<file path="src/rtl/elastic_pipe_pkg.sv">
// Shared types and helpers for the elastic pipeline chain.
// The skid build is selected with the ELASTIC_PIPE_SKID_EN macro.
package elastic_pipe_pkg;

    typedef enum logic [1:0] {
        ST_EMPTY,
        ST_FULL,
        ST_SKID
    } stage_state_t;

    localparam int unsigned CNT_W = 2;

    // Occupancy must hold 0..2*depth, the skid-build maximum.
    function automatic int unsigned occ_width(input int unsigned depth);
        return $clog2(2 * depth + 1);
    endfunction

endpackage

</file>
<file path="src/rtl/elastic_pipe_stage.sv">
// One elastic stage: valid/ready register with synchronous flush.
// ELASTIC_PIPE_SKID_EN adds a skid register and makes in_ready registered.
module elastic_pipe_stage
    import elastic_pipe_pkg::*;
#(
    parameter int unsigned WIDTH = 32
) (
    input  logic             clk,
    input  logic             reset,
    input  logic             flush,
    input  logic             in_valid,
    output logic             in_ready,
    input  logic [WIDTH-1:0] in_data,
    output logic             out_valid,
    input  logic             out_ready,
    output logic [WIDTH-1:0] out_data,
    output logic [CNT_W-1:0] count
);

    stage_state_t     state_q, state_d;
    logic             valid_q;
    logic [CNT_W-1:0] count_q, count_d;
    logic [WIDTH-1:0] main_q, main_d;
    logic             in_fire, out_fire;

    assign out_valid = valid_q;
    assign out_data  = main_q;
    assign count     = count_q;
    assign in_fire   = in_valid & in_ready;
    assign out_fire  = valid_q & out_ready;

`ifdef ELASTIC_PIPE_SKID_EN
    logic [WIDTH-1:0] skid_q, skid_d;

    // Ready depends only on registered state, breaking the ready chain.
    assign in_ready = (state_q != ST_SKID);

    always_comb begin
        state_d = state_q;
        main_d  = main_q;
        skid_d  = skid_q;
        case (state_q)
            ST_EMPTY: begin
                if (in_fire) begin
                    state_d = ST_FULL;
                    main_d  = in_data;
                end
            end
            ST_FULL: begin
                if (in_fire && out_fire) begin
                    main_d = in_data;
                end else if (in_fire) begin
                    state_d = ST_SKID;
                    skid_d  = in_data;
                end else if (out_fire) begin
                    state_d = ST_EMPTY;
                end
            end
            ST_SKID: begin
                if (out_fire) begin
                    state_d = ST_FULL;
                    main_d  = skid_q;
                end
            end
            default: state_d = ST_EMPTY;
        endcase
        // Squash wins; data registers keep their old contents.
        if (flush) begin
            state_d = ST_EMPTY;
            main_d  = main_q;
            skid_d  = skid_q;
        end
    end

    always_ff @(posedge clk or posedge reset) begin
        if (reset) begin
            skid_q <= '0;
        end else begin
            skid_q <= skid_d;
        end
    end
`else
    // Single register: a full stage may refill in the cycle it drains.
    assign in_ready = (state_q == ST_EMPTY) | out_ready;

    always_comb begin
        state_d = state_q;
        main_d  = main_q;
        case (state_q)
            ST_EMPTY: begin
                if (in_fire) begin
                    state_d = ST_FULL;
                    main_d  = in_data;
                end
            end
            ST_FULL: begin
                if (in_fire) begin
                    main_d = in_data;
                end else if (out_fire) begin
                    state_d = ST_EMPTY;
                end
            end
            default: state_d = ST_EMPTY;
        endcase
        if (flush) begin
            state_d = ST_EMPTY;
            main_d  = main_q;
        end
    end
`endif

    always_comb begin
        count_d = CNT_W'(0);
        case (state_d)
            ST_FULL: count_d = CNT_W'(1);
            ST_SKID: count_d = CNT_W'(2);
            default: count_d = CNT_W'(0);
        endcase
    end

    always_ff @(posedge clk or posedge reset) begin
        if (reset) begin
            state_q <= ST_EMPTY;
            valid_q <= 1'b0;
            count_q <= '0;
            main_q  <= '0;
        end else begin
            state_q <= state_d;
            valid_q <= (state_d != ST_EMPTY);
            count_q <= count_d;
            main_q  <= main_d;
        end
    end

endmodule

</file>
<file path="src/rtl/elastic_pipe_chain.sv">
// Chain of DEPTH elastic stages with summed occupancy.
// ELASTIC_PIPE_SKID_EN selects skid-buffered stages (capacity 2*DEPTH).
module elastic_pipe_chain
    import elastic_pipe_pkg::*;
#(
    parameter int unsigned WIDTH = 32,
    parameter int unsigned DEPTH = 1,
    localparam int unsigned OCC_W = occ_width(DEPTH)
) (
    input  logic             clk,
    input  logic             reset,
    input  logic             flush,
    input  logic             in_valid,
    output logic             in_ready,
    input  logic [WIDTH-1:0] in_data,
    output logic             out_valid,
    input  logic             out_ready,
    output logic [WIDTH-1:0] out_data,
    output logic [OCC_W-1:0] occupancy
);

    logic             v   [DEPTH+1];
    logic             r   [DEPTH+1];
    logic [WIDTH-1:0] d   [DEPTH+1];
    logic [CNT_W-1:0] cnt [DEPTH];
    logic [OCC_W-1:0] occ_sum;

    assign v[0]      = in_valid;
    assign d[0]      = in_data;
    assign in_ready  = r[0];
    assign out_valid = v[DEPTH];
    assign out_data  = d[DEPTH];
    assign r[DEPTH]  = out_ready;
    assign occupancy = occ_sum;

    for (genvar i = 0; i < DEPTH; i++) begin : g_stage
        elastic_pipe_stage #(
            .WIDTH(WIDTH)
        ) u_stage (
            .clk      (clk),
            .reset    (reset),
            .flush    (flush),
            .in_valid (v[i]),
            .in_ready (r[i]),
            .in_data  (d[i]),
            .out_valid(v[i+1]),
            .out_ready(r[i+1]),
            .out_data (d[i+1]),
            .count    (cnt[i])
        );
    end

    always_comb begin
        occ_sum = '0;
        for (int unsigned i = 0; i < DEPTH; i++) begin
            occ_sum = occ_sum + OCC_W'(cnt[i]);
        end
    end

endmodule

</file>
<file path="config.mk">
export PLATFORM = sky130hd
export DESIGN_NAME = elastic_pipe_chain
export DESIGN_NICKNAME = d
export VERILOG_FILES = /design/src/rtl/elastic_pipe_pkg.sv /design/src/rtl/elastic_pipe_stage.sv /design/src/rtl/elastic_pipe_chain.sv
export SDC_FILE = /design/constraint.sdc
export NUM_CORES = 1
export LEC_CHECK = 0
export ABC_AREA = 1
export CELL_PAD_IN_SITES_DETAIL_PLACEMENT = 2
export CELL_PAD_IN_SITES_GLOBAL_PLACEMENT = 2
export CORE_MARGIN = 2
export CORE_UTILIZATION = 22
export CTS_CLUSTER_DIAMETER = 40
export DETAILED_ROUTE_END_ITERATION = 12
export PLACE_DENSITY_LB_ADDON = 0.1
export SLEW_MARGIN = 20
export SYNTH_ARGS = -nofsm -noshare
export SYNTH_HDL_FRONTEND = slang
export SYNTH_SLANG_ARGS = --single-unit
</file>
<file path="constraint.sdc">
create_clock -name clk -period 1.4 [get_ports clk]
set_clock_uncertainty 0.05 [all_clocks]
set_input_delay 0.28 -clock clk [delete_from_list [all_inputs] [get_ports clk]]
set_output_delay 0.28 -clock clk [all_outputs]
set_load 0.05 [all_outputs]
</file>
# Word level (Yosys, flattened, before mapping)
# Index checks and enable logic that the tools add are counted.
# Widths: inputs -> output; s select.
# totals
reg_bits,37
output_inout_bits,36
# op_classes
n_eq_ne,3
muxes,6
n_bitwise,4
n_reduce_logical,4
# op_table
cell,count
$mux 2,4
$pmux 2 s2,2
$eq 2x1->1 const B,2
$reduce_and 3->1,1
$and 1x1->1,2
$eq 2x2->1 const B,1
$logic_not 2->1,1
$reduce_bool 2->1,1
$reduce_or 2->1,1
$not 1->1,1
$or 1x1->1,1

# Logic depth before layout (Yosys ltp)
# Gate-level depths: netlist of the first run.
# depth
depth_word,8
depth_mapped,7
mapped_depth_nobuf,6

# Worst setup path after synthesis of the first run
# Ideal clock, no wire load.
# synth_timing
path_kind,register to output
from,reg g_stage[0].u_stage.state_q[1]
to,out in_ready
arrival_time_ps,893
setup_slack_ps,177
stages_incl_launch_ff,3
n_path_buf,1
cell_sequence,dfrtp_1 o21bai_4 buf_4
# synth_between
elab_chain_len,2
# synth_rtl
item,line,source
"start, declared",elastic_pipe_stage.sv:20,"stage_state_t state_q, state_d;"
"start signal, assigned",elastic_pipe_stage.sv:128,state_q <= state_d;
$logic_not 2->1,elastic_pipe_stage.sv:84,assign in_ready = (state_q == ST_EMPTY) | out_ready;
$or 1x1->1,elastic_pipe_stage.sv:84,
"end, declared",elastic_pipe_chain.sv:14,"output logic in_ready,"
# No other way between the ends.

# Final worst setup path of the first run
# layout_timing
from,in out_ready
to,out in_ready
# layout_between
elab_chain_len,1
# layout_rtl
item,line,source
"start, declared",elastic_pipe_chain.sv:17,"input logic out_ready,"
$or 1x1->1,elastic_pipe_stage.sv:84,
# No other way between the ends.

==> key figures, run 1 <==
Place
  • PortBufs: 72
  • Detailed Place HPWL: 3590 um
  • Dpl ws: -0.276 ns
  • Routability Congestion: 0.705

STA
  • Max-slew violations: 0
  • Final setup viols: 1
  • PnR worst setup slack: -0.00197 ns
  • Fmax: 0.713 GHz
  • RSZ-0062 raised after global routing: yes
  • Final hold viol count: 0
  • Min Tclk post-route: 1.40 ns
  • Crit share post-route: 1.00

Logic synthesis
  • Post-synth cell types: 13
  • Synth Area per Inst: 9.68 um2
  • Sequential share of the synthesized area: 0.613
  • Post-Syn Area: 1510 um2
  • Flops & latches, synth: 37
  • Mapped Cells: 156
  • Yosys warns: 0

Setup path
  • Reg-to-reg startpoint: g_stage[0].u_stage.state_q[0]
  • Worst R2R Path Depth: 5
  • R2R Path End: g_stage[0].u_stage.out_data[20]
  • WP data required: 1.07 ns
  • Critical Path Source Type: input port
  • Largest delay contributor family on the critical path: buffers and inverters
  • CP max-delay cell: clkdlybuf4s50_1
  • Worst-path fanout max: 3
  • Arrival time worst endpoint: 1.07 ns
  • Critical path type: input port to output port
  • Worst path max stage delay: 0.48 ns
  • CP cell instances: clkdlybuf4s50_1 -> o21bai_4 -> buf_12
  • CP Buf/Inv Count: 2
  • FF-to-FF setup slack: 0.12 ns
  • CP Capture Type: output port

Outcome
  • Run status: finished, violations left
  • Failing checks: negative setup slack

CTS
  • Clock Latency Late Sink: 0.28 ns
  • CTS Buf Count: 5
  • CTS Sinks: 37
  • CTS tree: yes
  • Hold buffer count at CTS: 0
  • Deepest clock path buffer count: 2
  • Root Buffer: clkbuf_8
  • H-tree Lvls: 2
  • Clock transition at the registers of the reported paths: 0.07 ns

Finish
  • ANT cells: 0
  • Final Net Count: 274
  • Layout cells sized above 1: 0.241
  • Utilization after layout: 0.419
  • P&R area growth vs syn: 86.4%

Routing
  • Avg WL per Cell: 15.3 um
  • Vias per std cell: 4.39
  • DRT Pass-1 Iters: 4
  • DRC violations left: 0
  • Iteration-0 DRC Markers: 22
  • Vias: 1391
  • WL final: 4850 um
  • Number of antenna-violating nets in the routed design: 0

Power
  • Peak supply drop: 0.000537 V
  • Share of power burned in combinational logic: 0.444
  • Sw frac: 0.371
  • Leak pwr: 1.36 nW
  • Power density cells: 1410 nW/um2
  • Sequential share of power: 0.367
  • Switch Pwr: 1.47 mW
  • Power share of the clock group: 0.190
  • Final total power: 3.96 mW
  • Internal power: 2.49 mW

Worst hold path
  • Worst hold path class: input port to async pin

Floorplan
  • Die Area: 7540 um2
  • Die width: 86.9 um
  • Die Y-Extent: 86.9 um
  • Std cell rows: 30
  • I/O pin total: 73
  • Placeable core region: 6720 um2
  • Initial Utilization: 0.225

Global routing
  • Gr ovfl total: 0
  • First-pass GRT wire length: 8000 um
  • Largest net degree at the start of global routing: 38
  • Initial antenna violation count: 0
  • GR Util All Layers: 0.137
  • Vias in the first global route: 1600

Flow run
  • Max_cap viols: 0
final cells by class:
class	instances	area [um2]
Fill cell	700	3900
Timing Repair Buffer	82	1180
Sequential cell	37	926
Multi-Input combinational cell	107	503
Tap cell	80	100
Clock buffer	7	86.3
Inverter	4	15.0
layout by cell type (no fill, tap or decap), drive strengths merged:
cell / count
o21ai: 3
nand2: 67
inv: 4
nor2: 1
clkbuf: 7
o21bai: 1
buf: 46
clkdlybuf4s50: 36
dfrtp: 37
conb: 2
nand4: 1
nand3: 32
worst max path at each step:
stage	startpoint	cells past startpoint	to	slack [ns]
after floorplan	g_stage[0].u_stage.state_q[1]	2	in_ready	0.18
after global placement	in_valid	6	g_stage[0].u_stage.out_data[25]	-0.19
after detailed placement	flush	7	g_stage[0].u_stage.out_data[20]	-0.28
after CTS	g_stage[0].u_stage.state_q[0]	2	in_ready	-0.009
after global routing	g_stage[0].u_stage.state_q[0]	2	in_ready	-0.06
final	out_ready	3	in_ready	-0.002
cell families after synthesis:
logic type	Yosys count	share of synthesized area
AND/OR/NAND/NOR	101	0.300
flip-flops	37	0.613
buffers and inverters	13	0.0621
AO/OA/AOI/OAI	4	0.0224
other	1	0.00248
Yosys cell counts, drive strengths merged:
master / number / area (um2)
buf: 9 / 78.8
conb: 1 / 3.75
dfrtp: 37 / 926
inv: 4 / 15.0
nand2: 67 / 267
nand3: 32 / 160
nand4: 1 / 6.26
nor2: 1 / 20.0
o21ai: 3 / 15.0
o21bai: 1 / 18.8
stage by stage:
step | cells | TNS, ns | cell area [um2] | hold slack, ns
final | 317 | -0.00197 | 2820 | 0.310
after global placement | 308 | -5.90 | 2700 | 0.468
after detailed placement | 308 | -7.74 | 2700 | 0.481
after floorplan | 157 | 0 | 1510 | 0.375
after CTS | 317 | -0.00922 | 2800 | 0.314
after global routing | 317 | -0.0599 | 2820 | 0.339
power by group through the flow:
stage	registers, mW	clock network (mW)	logic [mW]
finish	1.45	0.751	1.76
global placement	1.47	0	1.74
CTS	1.46	0.794	1.78
global route	1.48	0.842	1.84
detailed placement	1.48	0	1.77
floorplan	1.98	0	0.216
tightest hold or removal path: stages:
cell and delay (ns):
clkdlybuf4s50_1 0.40, inv_1 0.09, buf_12 0.23
sequential cells by signal (all words and copies together), names as in the netlist:
register / cells
g_stage.u_stage.count: 2
g_stage.u_stage.out_valid: 1
g_stage.u_stage.state_q: 2
g_stage.u_stage.out_data: 32
layer usage:
layer,wire (um),GRT usage,share of wire
met1,1950,0.159,0.40
met2,2550,0.238,0.53
met3,288,0.0455,0.059
met4,57,0.0426,0.012
met5,0,0,0
what timing repair did:
| action | 4_1_cts | 5_1_grt |
|---|---|---|
| resized for setup | 0 | 2 |
| setup endpoints to repair | 4 | 32 |
| pin swaps | 1 | 0 |
| buffers inserted | 2 | 0 |
No activity file was read; power rests on OpenSTA's default activity.
==> run 2: changes to the inputs <==
--- a/config.mk
+++ b/config.mk
@@ -6,6 +6,7 @@
 export NUM_CORES = 1
 export LEC_CHECK = 0
 export ABC_AREA = 1
+export CAP_MARGIN = 30
 export CELL_PAD_IN_SITES_DETAIL_PLACEMENT = 2
 export CELL_PAD_IN_SITES_GLOBAL_PLACEMENT = 2
 export CORE_MARGIN = 2
==> results of run 2 <==
The final DEF is identical to that of run 1; final timing and power are the same.
